**config.mk**
```make
export PLATFORM = sky130hd
export DESIGN_NAME = prog_loader
export DESIGN_NICKNAME = d
export VERILOG_FILES = /design/src/rtl/lc3_pkg.sv /design/src/rtl/prog_loader_mem_port_mux.sv /design/src/rtl/prog_loader.sv
export SDC_FILE = /design/constraint.sdc
export NUM_CORES = 1
export LEC_CHECK = 0
export CAP_MARGIN = 20
export CORE_MARGIN = 5
export CORE_UTILIZATION = 55
export CTS_BUF_LIST = sky130_fd_sc_hd__clkbuf_16
export CTS_CLUSTER_DIAMETER = 80
export DETAILED_ROUTE_END_ITERATION = 8
export DONT_BUFFER_PORTS = 1
export GPL_ROUTABILITY_DRIVEN = 0
export PLACE_DENSITY = 0.8
export SETUP_SLACK_MARGIN = 0.02
export SLEW_MARGIN = 20
export SYNTH_ARGS = -nofsm -noshare
export SYNTH_HDL_FRONTEND = slang
export SYNTH_SLANG_ARGS = --single-unit
```
**constraint.sdc**
```tcl
create_clock -name clk -period 2.1 [get_ports clk]
set_input_delay 0.42 -clock clk [delete_from_list [all_inputs] [get_ports clk]]
set_output_delay 0.42 -clock clk [all_outputs]
set_load 0.02 [all_outputs]
```
**src/rtl/lc3_pkg.sv**
```systemverilog
// Shared LC-3 boot definitions: word/address widths, loader state encoding and
// a helper that pulls one 16-bit word out of a flat program image.
package lc3_pkg;

   localparam int WORD_W    = 16;
   localparam int ADDR_W    = 16;
   // Widest image the helper can index; loader images are zero-extended to this.
   localparam int IMG_MAX_W = 4096;

   typedef enum logic [1:0] {
      IDLE  = 2'd0,
      ORIG  = 2'd1,
      WRITE = 2'd2,
      RUN   = 2'd3
   } loader_state_t;

   function automatic logic [WORD_W-1:0] image_word(input logic [IMG_MAX_W-1:0] img,
                                                    input int i);
      return img[i*WORD_W +: WORD_W];
   endfunction

endpackage

```
**src/rtl/prog_loader_mem_port_mux.sv**
```systemverilog
// Memory port owner select: the loader write port drives memory until own_cpu
// is set, after which the core port passes straight through and gets the ack.
module mem_port_mux import lc3_pkg::*; #(
   parameter int ADDR_W = 16
) (
   input  logic              own_cpu,
   input  logic              ld_req,
   input  logic              ld_we,
   input  logic [ADDR_W-1:0] ld_addr,
   input  logic [WORD_W-1:0] ld_wdata,
   input  logic              cpu_req,
   input  logic              cpu_we,
   input  logic [ADDR_W-1:0] cpu_addr,
   input  logic [WORD_W-1:0] cpu_wdata,
   input  logic              mem_ack,
   output logic              mem_req,
   output logic              mem_we,
   output logic [ADDR_W-1:0] mem_addr,
   output logic [WORD_W-1:0] mem_wdata,
   output logic              cpu_ack
);

   assign mem_req   = own_cpu ? cpu_req   : ld_req;
   assign mem_we    = own_cpu ? cpu_we    : ld_we;
   assign mem_addr  = own_cpu ? cpu_addr  : ld_addr;
   assign mem_wdata = own_cpu ? cpu_wdata : ld_wdata;
   // The core never sees an ack that belongs to a loader write.
   assign cpu_ack   = own_cpu & mem_ack;

endmodule

```
**src/rtl/prog_loader.sv**
```systemverilog
// LC-3 boot sequencer: copies image words 1..N-1 to memory starting at the
// origin held in word 0, then hands the memory port and PC origin to the core.
module prog_loader import lc3_pkg::*; #(
   parameter int SIZE   = 80,
   parameter int ADDR_W = lc3_pkg::ADDR_W
) (
   input  logic              clk,
   input  logic              rst_n,
   input  logic [SIZE-1:0]   prog_image,
   input  logic              load_start,
   input  logic              cpu_req,
   input  logic              cpu_we,
   input  logic [ADDR_W-1:0] cpu_addr,
   input  logic [15:0]       cpu_wdata,
   output logic              cpu_ack,
   output logic              mem_req,
   output logic              mem_we,
   output logic [ADDR_W-1:0] mem_addr,
   output logic [15:0]       mem_wdata,
   input  logic              mem_ack,
   output logic              cpu_run,
   output logic [15:0]       pc_init,
   output logic              load_done,
   output logic              busy,
   output logic              wrap_err,
   output logic [1:0]        dbg_state
);

   localparam int N     = SIZE / WORD_W;
   localparam int IDX_W = $clog2(N + 1);

   if (SIZE % WORD_W != 0 || SIZE < WORD_W || SIZE > IMG_MAX_W) begin : g_size_chk
      $error("prog_loader: SIZE must be a multiple of 16 in [16, %0d]", IMG_MAX_W);
   end

   loader_state_t            state;
   logic [SIZE-1:0]          img_q;
   logic [IMG_MAX_W-1:0]     img_ext;
   logic [IDX_W-1:0]         idx;
   logic [ADDR_W-1:0]        wr_addr;
   logic [WORD_W-1:0]        wr_data;
   logic                     wr_req;
   logic                     reload_pend;
   logic                     accept;

   assign img_ext   = IMG_MAX_W'(img_q);
   assign dbg_state = state;

   // A reload from RUN waits for the core to drop cpu_req so no access is cut.
   assign accept = (state == IDLE && load_start) ||
                   (state == RUN && (load_start || reload_pend) && !cpu_req);

   always_ff @(posedge clk or negedge rst_n) begin
      if (!rst_n) begin
         state       <= IDLE;
         img_q       <= '0;
         idx         <= '0;
         wr_addr     <= '0;
         wr_data     <= '0;
         wr_req      <= 1'b0;
         reload_pend <= 1'b0;
         cpu_run     <= 1'b0;
         pc_init     <= '0;
         load_done   <= 1'b0;
         busy        <= 1'b0;
         wrap_err    <= 1'b0;
      end else begin
         load_done <= 1'b0;
         if (accept) begin
            state       <= ORIG;
            img_q       <= prog_image;
            wrap_err    <= 1'b0;
            cpu_run     <= 1'b0;
            busy        <= 1'b1;
            reload_pend <= 1'b0;
         end else begin
            case (state)
               IDLE: ;
               ORIG: begin
                  pc_init <= image_word(img_ext, 0);
                  idx     <= IDX_W'(1);
                  if (N == 1) begin
                     state     <= RUN;
                     cpu_run   <= 1'b1;
                     load_done <= 1'b1;
                     busy      <= 1'b0;
                  end else begin
                     state   <= WRITE;
                     wr_req  <= 1'b1;
                     wr_addr <= ADDR_W'(image_word(img_ext, 0));
                     wr_data <= image_word(img_ext, 1);
                  end
               end
               WRITE: begin
                  if (mem_ack) begin
                     if (idx == IDX_W'(N - 1)) begin
                        state     <= RUN;
                        wr_req    <= 1'b0;
                        cpu_run   <= 1'b1;
                        load_done <= 1'b1;
                        busy      <= 1'b0;
                     end else if (wr_addr == '1) begin
                        // Last address just written; the next word would wrap.
                        state    <= IDLE;
                        wr_req   <= 1'b0;
                        busy     <= 1'b0;
                        wrap_err <= 1'b1;
                     end else begin
                        idx     <= idx + IDX_W'(1);
                        wr_addr <= wr_addr + ADDR_W'(1);
                        wr_data <= image_word(img_ext, int'(idx) + 1);
                     end
                  end
               end
               RUN: begin
                  if (load_start && cpu_req) reload_pend <= 1'b1;
               end
            endcase
         end
      end
   end

   mem_port_mux #(.ADDR_W(ADDR_W)) u_mux (
      .own_cpu   (cpu_run),
      .ld_req    (wr_req),
      .ld_we     (wr_req),
      .ld_addr   (wr_addr),
      .ld_wdata  (wr_data),
      .cpu_req   (cpu_req),
      .cpu_we    (cpu_we),
      .cpu_addr  (cpu_addr),
      .cpu_wdata (cpu_wdata),
      .mem_ack   (mem_ack),
      .mem_req   (mem_req),
      .mem_we    (mem_we),
      .mem_addr  (mem_addr),
      .mem_wdata (mem_wdata),
      .cpu_ack   (cpu_ack)
   );

endmodule
```
==> results of run 1 <==
==> cell type report <==
cell class | count | share of cell area [%]
Clock buffer | 17 | 5.67
Clock inverter | 15 | 2.64
Inverter | 7 | 0.350
Multi-Input combinational cell | 367 | 38.9
Sequential cell | 139 | 46.4
Tap cell | 147 | 2.45
Timing Repair Buffer | 28 | 3.64
==> logic make-up (layout without fill, tap and decap cells) <==
logic type | Yosys count | in the layout | synth area share [%]
AO/OA/AOI/OAI | 87 | 87 | 8.98
flip-flops | 139 | 139 | 52.7
AND/OR/NAND/NOR | 152 | 152 | 10.3
multiplexers | 125 | 125 | 24.0
adder cells (fa/ha/maj) | 3 | 3 | 0.569
buffers and inverters | 45 | 67 | 3.47
==> power by group <==
group	internal [mW]	switching [mW]	total, mW
Sequential	4.03	1.16	5.19
Clock	1.99	1.16	3.15
Combinational	2.76	2.94	5.71
==> Yosys cell counts, types with 7 or more instances <==
cell / count / area, um2
buf_4: 8 / 60.1
clkbuf_1: 12 / 45.0
mux4_2: 16 / 360
mux2_2: 108 / 1220
dfrtp_1: 139 / 3480
a21oi_1: 22 / 110
nand3_1: 8 / 40.0
a221oi_1: 16 / 140
o21ai_0: 18 / 90.1
buf_2: 12 / 60.1
nand2_1: 72 / 270
inv_1: 7 / 26.3
nor2_1: 47 / 176
==> critical path, cell delays in order, from the launching register on <==
cell and delay, ns:
dfrtp_1 0.36, ha_1 0.20, nand4_1 0.18, nor4_4 0.43, a21o_4 0.40, nor4b_1 0.09, a21o_1 0.16
==> flip-flops by register name (all words and copies together), names as in the netlist <==
register and cells:
cpu_run 1, wr_data 16, dbg_state 2, wr_addr 16, wrap_err 1, pc_init 16
img_q 80, idx 3, load_done 1, busy 1, wr_req 1, reload_pend 1
==> worst max path at each step <==
| stage | from | endpoint | depth (start not counted) | slack, ns |
|---|---|---|---|---|
| after floorplan | idx[0] | wr_addr[0] | 10 | 0.07 |
| after global placement | wr_addr[0] | idx[2] | 6 | 0.19 |
| after detailed placement | wr_addr[1] | idx[2] | 6 | 0.17 |
| final | wr_addr[1] | idx[2] | 6 | 0.17 |
| after global routing | wr_addr[1] | idx[2] | 6 | 0.03 |
| after CTS | wr_addr[1] | idx[2] | 6 | 0.16 |
==> through the flow <==
stage                     hold WS, ns  setup slack, ns  instances  power (mW)
after floorplan                 0.124           0.0674        551        9.52
after global placement          0.130            0.187        687        10.6
after detailed placement        0.131            0.173        687        10.9
after CTS                      -0.316            0.162        719        14.1
after global routing           -0.333           0.0330        720        15.0
final                          -0.301            0.170        720        14.0
==> timing repair <==
item,in CTS,in global routing
setup endpoints to repair,0,6
buffers inserted,0,1
endpoints found under the hold margin,139,139
==> layer usage <==
layer	wire [um]	share of wire (%)	vias up	track usage (%)
li1	-	-	1998	-
met1	5950	39	2163	26.3
met4	206	1.4	0	8.02
met5	0	0	-	0
met3	1270	8.4	19	9.19
met2	7700	51	167	36.4
==> impl_metrics.py, run 1 <==
metrics = {
    "drt": {
        "ant_nets": 0,
        "drc_errors": 0,
        "drtIter0Drc": 322,
        "finalWirelength_um": 15100,
        "drt_pass1_iterations": 4,
        "avgRoutedWirePerCell_um": 21.0,
        "via_per_inst": 6.04,
        "vias": 4347,
    },
    "floorplanning": {
        "core_area_um2": 11900,
        "fp.dieH_um": 120,
        "start_util_pct": 55.4,
        "rows": 40,
        "dieArea_um2": 14300,
        "design.portCount": 175,
        "fp.dieW_um": 120,
    },
    "sta": {
        "setup_viol": 0,
        "fmax_mhz": 518,
        "hold_viol_final": 139,
        "tns_ns": 0,
        "fin_crit_sh_pct": 91.9,
        "min_period_ns": 1.93,
        "finClkSkew_ns": 0.0128,
        "rsz0062_at_grt": "no",
        "tightest_slew_ns": 0.652,
        "slew_violations": 0,
        "slew_headroom_pct": 56.2,
        "whs_ns": -0.301,
    },
    "cts": {
        "clock_sinks": 139,
        "root_buffer": "clkbuf_16",
        "ctsResizeCount": 0,
        "cts_tree": "yes",
        "cts_buffer_depth": 2,
        "clk_latency_ns": 0.42,
        "clk_pin_slew_ns": 0.06,
        "cts_inserted_buffers": 17,
        "cts_htree_levels": 4,
    },
    "logic_synthesis": {
        "synth-main-ff-cell": "dfrtp_1",
        "synthCells": 551,
        "ys_async_sr_fraction_pct": 100,
        "synth_edf_count": 0,
        "synth_warnings": 0,
        "ys_seq_area_share_pct": 52.7,
        "yosys_register_bits": 139,
        "syn_avg_cell_area_um2": 12.0,
        "synthesis.nets": 672,
        "synth_cell_type_count": 48,
        "syn-cell-area_um2": 6600,
    },
    "grt": {
        "grt_pass1_wl_um": 24800,
        "grt_pass1_vias": 4729,
        "grt-ovfl-total": 0,
        "grt_max_degree": 140,
        "antenna_found_initial": 0,
        "grt_use_total_pct": 22.2,
    },
    "worst_setup_path": {
        "path_max_fanout": 30,
        "r2r_setup_slack_ns": 0.17,
        "worst-setup-path-type": "register to register",
        "critPathArrivalTime_ns": 2.24,
        "required_ns": 2.41,
        "rr_startpoint": "wr_addr[1]",
        "cp-start-kind": "register",
        "reg2regPathDepth": 6,
        "rr_endpoint": "idx[2]",
        "cp-end-kind": "register",
    },
    "layout": {
        "multiInputGateArea_um2": 2910,
        "final_layout_size_suffix_gt1_share_pct": 33.5,
        "antenna_cells": 0,
        "final_core_utilization_pct": 63.0,
        "n_fill_cell": 892,
        "final_common_cell": "dfrtp_1",
        "nets": 681,
        "area_delta_synth_final_pct": 13.6,
        "postLayoutCellArea_um2": 7500,
        "regArea_um2": 3480,
        "final_cell_mix": "dfrtp_1, mux2_2, nand2_1, nor2_1, buf_4",
    },
    "status": {
        "status": "complete, but fails checks",
        "violations": "negative hold slack",
    },
    "power": {
        "p_per_area_nw_per_um2": 1870,
        "leakage_nw": 3.18,
        "vdd_drop_max_mv": 0.984,
    },
    "min_path": {
        "hp-class": "input port to async pin",
    },
    "placed_design": {
        "hpwlAfterDp_um": 10700,
        "placed_cell_area_um2": 6860,
        "io_buffers": 0,
    },
    "job": {
        "cap_violations": 0,
    },
}
Power figures use the tool's default switching activity.
==> run 2, diff against run 1 <==
Settings changed: CORE_MARGIN 5 to 3, PLACE_DENSITY 0.8 to 0.74.
==> run 2 against run 1 <==
  * First-iteration DRC count fell by 23%
  * Non-clock buffer count did not move
  * Fmax fell by 0.98%
  * Total power fell by 2.6%
  * Combinational power fell by 2%
  * Count of clock-buffer cells in the layout did not move
  * Critical endpoint unchanged
  * Die area fell by 6.6%
  * Critical path depth did not move
  * Wire length fell by 1.9%
  * The run still ends with negative hold slack left
  * Flip-flop and latch count did not move
  * Sequential share of layout area rose by 0.47 points
  * Clock power fell by 8.9%
==> impl_metrics.py, run 2 (same netlist as run 1, synthesis figures left out) <==
metrics = {
    "grt": {
        "antenna_found_initial": 0,
        "grt_use_total_pct": 23.3,
        "grt-ovfl-total": 0,
        "grt_pass1_vias": 4643,
        "grt_max_degree": 140,
        "grt_pass1_wl_um": 23500,
    },
    "worst_setup_path": {
        "critPathArrivalTime_ns": 2.26,
        "rr_startpoint": "wr_addr[1]",
        "path_max_fanout": 30,
        "cp-start-kind": "register",
        "cp-end-kind": "register",
        "r2r_setup_slack_ns": 0.15,
        "required_ns": 2.41,
        "rr_endpoint": "idx[2]",
        "worst-setup-path-type": "register to register",
        "reg2regPathDepth": 6,
    },
    "layout": {
        "regArea_um2": 3480,
        "postLayoutCellArea_um2": 7430,
        "area_delta_synth_final_pct": 12.5,
        "n_fill_cell": 893,
        "largest_register": "img_q",
        "largest_reg_flops": 80,
        "final_layout_size_suffix_gt1_share_pct": 32.7,
        "final_cell_mix": "dfrtp_1, mux2_2, nand2_1, nor2_1, buf_4",
        "multiInputGateArea_um2": 2920,
        "nets": 681,
        "final_common_cell": "dfrtp_1",
    },
    "power": {
        "switchingPower_mw": 5.13,
        "vdd_drop_max_mv": 1.02,
        "power_frac_clock_pct": 21.0,
        "power.share.sequential_pct": 38.0,
        "sw_frac_of_total_pct": 37.5,
        "intPower_mw": 8.55,
        "p_per_area_nw_per_um2": 1840,
        "leakage_nw": 3.15,
        "combPwrFrac_pct": 41.0,
    },
    "placed_design": {
        "hpwlAfterDp_um": 10300,
        "placed_cell_area_um2": 6840,
        "io_buffers": 0,
    },
    "cts": {
        "cts_htree_levels": 4,
        "root_buffer": "clkbuf_16",
        "cts_tree": "yes",
        "cts_buffer_depth": 2,
        "clock_sinks": 139,
        "cts_inserted_buffers": 17,
        "clk_latency_ns": 0.42,
        "clk_pin_slew_ns": 0.06,
    },
    "sta": {
        "rsz0062_at_grt": "yes",
        "setup_viol": 0,
        "fin_crit_sh_pct": 92.8,
        "hold_viol_final": 139,
        "finClkSkew_ns": 0.00562,
        "slew_headroom_pct": 47.0,
        "min_period_ns": 1.95,
        "slew_violations": 0,
        "tightest_slew_ns": 0.795,
        "fmax_mhz": 513,
        "whs_ns": -0.303,
        "tns_ns": 0,
    },
    "floorplanning": {
        "core_area_um2": 11600,
        "design.portCount": 175,
        "start_util_pct": 57.1,
        "fp.dieH_um": 116,
        "rows": 39,
        "fp.dieW_um": 116,
        "dieArea_um2": 13400,
    },
    "drt": {
        "via_per_inst": 6.07,
        "drc_errors": 0,
        "drtIter0Drc": 247,
        "avgRoutedWirePerCell_um": 20.8,
        "ant_nets": 0,
        "vias": 4337,
        "drt_pass1_iterations": 5,
        "finalWirelength_um": 14800,
    },
    "min_path": {
        "hp-class": "input port to async pin",
    },
    "job": {
        "cap_violations": 0,
    },
    "status": {
        "violations": "negative hold slack",
        "status": "complete, but fails checks",
    },
}
run 2: changes by cell type in the layout (fill, tap and decap cells not counted), sizes merged:
cell	delta
clkinvlp	+1
bufinv	-1
diode	+1
clkinv	-2
run 2: worst max-delay path, cell delays in order (launching register included):
cell	delay, ns
dfrtp_1	0.36
ha_1	0.21
nand4_1	0.18
nor4_4	0.42
a21o_4	0.40
nor4b_1	0.11
a21o_1	0.16
run 2: metal layers:
layer	part of all wire (%)	track usage [%]	vias up	wire length [um]
li1	-	-	2002	-
met1	40	27.5	2139	5880
met2	50	38.4	170	7430
met3	8.4	9.30	26	1250
met4	1.9	9.08	0	278
met5	0	0	-	0
run 2: worst max-delay path by stage:
stage	from	to	slack [ns]	depth (start not counted)
floorplan	idx[0]	wr_addr[0]	0.07	10
global placement	wr_addr[0]	idx[2]	0.20	6
detailed placement	wr_addr[1]	idx[2]	0.16	6
CTS	wr_addr[1]	idx[2]	0.14	6
global route	wr_addr[1]	idx[2]	0.02	6
finish	wr_addr[1]	idx[2]	0.15	6
run 2: per-stage QoR:
stage                     total power [mW]  std cells  setup slack, ns  util [%]
after floorplan                       9.52        551           0.0674         -
after global routing                  14.6        714           0.0159      64.2
after detailed placement              10.9        683            0.155      59.2
after CTS                             13.8        714            0.137      64.2
after global placement                10.6        683            0.202      59.2
final                                 13.7        715            0.151      64.2
run 2: what timing repair did:
item | in CTS | in global routing
setup buffers | 1 | 0
hold endpoints to repair | 139 | 139
cloned | 0 | 0
gates resized for setup | 1 | 0
pin swaps | 0 | 1
endpoints found under the setup margin | 16 | 1
run 2: layout make-up:
cell class,instances,share of cell area [%]
diodes,1,0.0337
clock buffers,17,5.73
clock inverters,13,1.85
inverters,7,0.354
multi-input cells,367,39.3
flip-flops and latches,139,46.9
well taps,143,2.41
repair buffers,28,3.50
run 2: power groups by stage:
stage / Combinational, mW / Clock (mW) / Sequential, mW
6_report: 5.61 / 2.87 / 5.20
5_1_grt: 6.16 / 3.04 / 5.37
4_1_cts: 5.67 / 2.93 / 5.20
2_1_floorplan: 4.66 / 0 / 4.86
3_5_place_dp: 5.60 / 0 / 5.25
3_3_place_gp: 5.42 / 0 / 5.15
==> run 3, diff against run 2 <==
Settings changed: SKIP_LAST_GASP from default to 1.
==> results of run 3 <==
No change in the layout: final DEF, timing and power equal those of run 2.
==> RTL edit 1, RTL diff (config.mk and constraints of run 2) <==
`SIZE`: 80 -> 160.
--- a/src/rtl/prog_loader.sv
+++ b/src/rtl/prog_loader.sv
@@ -1,7 +1,7 @@
 // LC-3 boot sequencer: copies image words 1..N-1 to memory starting at the
 // origin held in word 0, then hands the memory port and PC origin to the core.
 module prog_loader import lc3_pkg::*; #(
-   parameter int SIZE   = 80,
+   parameter int SIZE   = 160,
    parameter int ADDR_W = lc3_pkg::ADDR_W
 ) (
    input  logic              clk,
Interface: changed (resized prog_image); port bits go from 175 to 255. No check against the original RTL was run, so the function may have changed too.
==> RTL edit 1 against run 2 <==
- the run still ends with negative hold slack left
- clock power grew 44%
- power grew 56%
- synthesized cell count grew 45%
- core utilization shrank 0.92 points
- die area grew 53%
- final area grew 55%
- worst setup slack lost 89 ps
- combinational power grew 59%
- wire length grew 74%
- sequential share of layout area grew 1.1 points
- synthesized area grew 56%
- via count grew 55%
- sequential cell count grew 81
- critical endpoint is now idx[3]
==> RTL edit 1: results <==
status:
  status: "finished, violations left"
  violations: "negative hold slack"
cts:
  clk_path_buf_depth: 3
  clock_latency_ps: 530
  numCtsBuffers: 24
  htreeDepth: 1
synthesis:
  synth_area_leaders: "dfrtp_1 (54%), mux2_2 (24%), mux4_2 (3.5%)"
  synth_common_cells: "mux2_2 (223), dfrtp_1 (220), o21ai_0 (48)"
  async_flop_share_pct: 100.0
  ys.flop_type: "dfrtp_1"
  synth_cell_types: 43
  synth_seq_area_share_pct: 53.54
grt:
  gr-usage-met1_pct: 30.99
  met3_usage_pct: 8.774
  grt_pass1_wl_um: 39480
  grt_max_degree: 221
  grt_use_met2_pct: 39.89
  grt_pass1_vias: 7029
  grt.total_usage_pct: 24.66
  antenna_found_initial: 11
power:
  comb_power_share_pct: 41.9
  power_leakage_nw: 4.747
  clock_power_mw: 4.13
  switching_share_pct: 36.85
  ir_drop_mv: 0.9687
detailed_routing:
  wl_met3_um: 2549
  drt_iter0_drc: 380
  top_layer_used: "met5"
  drt-met1-wl_um: 10010
  drt-total-wl_um: 25870
  wl_met2_um: 12430
  vias_per_cell: 6.393
critical_path:
  cpMaxStageDelayCell: "dfrtp_4"
  r2r_start: "idx[0]"
  critical-path-max-stage-delay_ps: 510
  arrival_ps: 2500
  critPathMaxFanout: 4
  crit_path_start: "idx[0]"
final_layout:
  drive_gt1_share_pct: 39.34
  num-nets-final: 1001
  top_register: "img_q"
  largest_reg_flops: 160
  final_cell_area_mm2: 0.01149
placement:
  pre_cts_ws_ps: 34.65
  hpwl_um: 18250
sta:
  finClkSkew_ps: 25.37
  hold_viol: 220
  holdWs_ps: -389.7
  worstMarginPinSlew_ps: 500.6
## RTL edit 1: changes by cell type after synthesis, moves of 30 or more
cell      before  now
mux2_2       108  223
o21ai_0       18   48
dfrtp_1      139  220
a211oi_1       1   34
nor2_1        47   13
nand2_1       72   36
## RTL edit 1: repair_timing
action | CTS | global route
endpoints found under the hold margin | 220 | 220
setup endpoints to repair | 1 | 24
cloned | 0 | 1
pin swaps | 0 | 2
setup buffers | 0 | 3
gates resized for setup | 1 | 7
## RTL edit 1: worst paths after layout
kind,slack (ps),to
max,60,idx[3]
min,-390,pc_init[11]
max reg2reg,60,idx[3]
min reg2reg,480,wr_req
max in group asynchronous,2120,img_q[37]
min in group clk,40,img_q[146]
## RTL edit 1: final cells by class
class	instances	area, µm²
flip-flops and latches	220	5510
repair buffers	35	391.6
clock buffers	24	600.6
fillers	1315	6656
clock inverters	18	176.4
inverters	5	18.77
well taps	229	286.5
diodes	6	15.01
multi-input cells	514	4492
## RTL edit 1: logic make-up (layout without fill, tap and decap cells)
logic type | after synthesis | count (layout) | synth area share [%]
mux | 240 | 240 | 28.02
flops | 220 | 220 | 53.54
compound gates | 151 | 151 | 8.956
simple gates | 120 | 120 | 6.060
buf+inv | 66 | 82 | 3.054
fa+ha+maj | 3 | 3 | 0.3651
other cells | 0 | 6 | 0
## RTL edit 1: stage by stage
step	cells	total power, mW	hold WS [ps]
5_1_grt	1049	22.56	-413.6
3_5_place_dp	999	17.01	130.9
2_1_floorplan	800	14.58	124.4
6_report	1051	21.30	-389.7
3_3_place_gp	999	16.54	131.5
4_1_cts	1041	21.28	-420.5
## RTL edit 1: worst reg2reg max path, delay by kind of cell, from the launching register on
kind	cells	cell delay [ps]
flip-flops	1	510
AO/OA/AOI/OAI	2	490
AND/OR/NAND/NOR	3	790
adder cells (fa/ha/maj)	1	190
==> RTL edit 2, RTL diff (flow settings as in run 2) <==
Made on the original files. Put one more register stage on the output `dbg_state`, with the module's reset. The value now appears one clock later. The other outputs are not delayed to match.
--- a/src/rtl/prog_loader.sv
+++ b/src/rtl/prog_loader.sv
@@ -44,7 +44,13 @@
    logic                     accept;
 
    assign img_ext   = IMG_MAX_W'(img_q);
-   assign dbg_state = state;
+   always_ff @(posedge clk or negedge rst_n) begin
+      if (!rst_n) begin
+         dbg_state <= '0;
+      end else begin
+         dbg_state <= state;
+      end
+   end
 
    // A reload from RUN waits for the core to drop cpu_req so no access is cut.
    assign accept = (state == IDLE && load_start) ||
Check against the original RTL: not settled (the Yosys comparison gave no result); the edit may change what the design does.
==> RTL edit 2 against run 2 <==
- the flow still finishes with violations (negative hold slack)
- final area is 0.30% lower
- sequential power grew 2%
- sequential cell count increased by 2
- count of clock-buffer cells in the layout stayed put
- final cell count fell by 0.28%
- first-iteration DRC count rose by 12%
- synthesized area grew 1.2%
- worst setup slack worse by 1.4 ps
- wire length rose by 2.6%
- non-clock buffer count fell by 4
- worst hold slack worse by 6.9 ps
- power decreased by 0.42%
==> RTL edit 2: results <==
status:
  status: "finished, violations left"
  violations: "negative hold slack"
cts:
  post_cts_buffers: 0
  numCtsBuffers: 17
  cts_resized: 0
synthesis:
  synth_area_leaders: "dfrtp_1 (53%), mux2_2 (18%), mux4_2 (5.4%)"
  synthesis.nets: 673
  synth_cell_types: 47
  synth_common_cells: "dfrtp_1 (141), mux2_2 (107), nand2_1 (71)"
  synth_compound_area_share_pct: 8.374
  syn_inst: 552
  synth_seq_area_share_pct: 52.83
  muxShareOfSynthArea_pct: 24.09
grt:
  grt_pass1_wl_um: 23780
  antenna_found_initial: 3
  grt_use_met2_pct: 39.16
  grt_max_degree: 142
  grt_pass1_vias: 4544
  grt.total_usage_pct: 23.63
final_layout:
  drive_gt1_share_pct: 32.98
  num-nets-final: 678
  area_delta_synth_final_pct: 10.90
detailed_routing:
  wl_met2_um: 7667
  wl_met3_um: 1162
  dr.pass1.iters: 4
  vias: 4413
  vias_per_cell: 6.189
  drt-met1-wl_um: 6134
  top_layer_used: "met5"
  wl_per_cell_um: 21.35
  drt_iter0_drc: 276
power:
  power_leakage_nw: 3.129
  switchingPower_mw: 5.283
  power_frac_clock_pct: 20.5
  power_combinational_mw: 5.51
  comb_power_share_pct: 40.5
  ir_drop_mv: 0.9591
sta:
  finClkSkew_ps: 11.95
  hold_viol: 141
  holdWs_ps: -309.5
  slew_headroom_pct: 66.69
placement:
  pre_cts_ws_ps: 148.2
  hpwl_um: 10510
[RTL edit 2: worst max-delay path, cell delays in order, from the launching register on]
cell and delay (ps):
dfrtp_1 350, ha_1 210, nand4_1 190, nor4_4 430, a21o_4 390, a21oi_1 90
a2bb2oi_1 150
[RTL edit 2: cell type report]
class                      instances  share of cell area, %
clock buffer                      17                  5.743
clock inverter                    15                  1.689
inverter                           5                 0.2534
multi-input combinational        368                  39.48
sequential                       141                  47.65
tap                              143                  2.416
timing repair buffer              24                  2.770
[RTL edit 2: final timing paths]
kind	start	to	slack (ps)	cells past startpoint
max reg2reg	wr_addr[1]	wr_addr[10]	150	6
max	wr_addr[1]	wr_addr[10]	150	6
min in group clk	prog_image[28]	img_q[28]	140	1
min	rst_n	dbg_state[0]	-310	0
max in group asynchronous	rst_n	wr_addr[10]	2250	0
min reg2reg	img_q[59]	img_q[59]	500	1
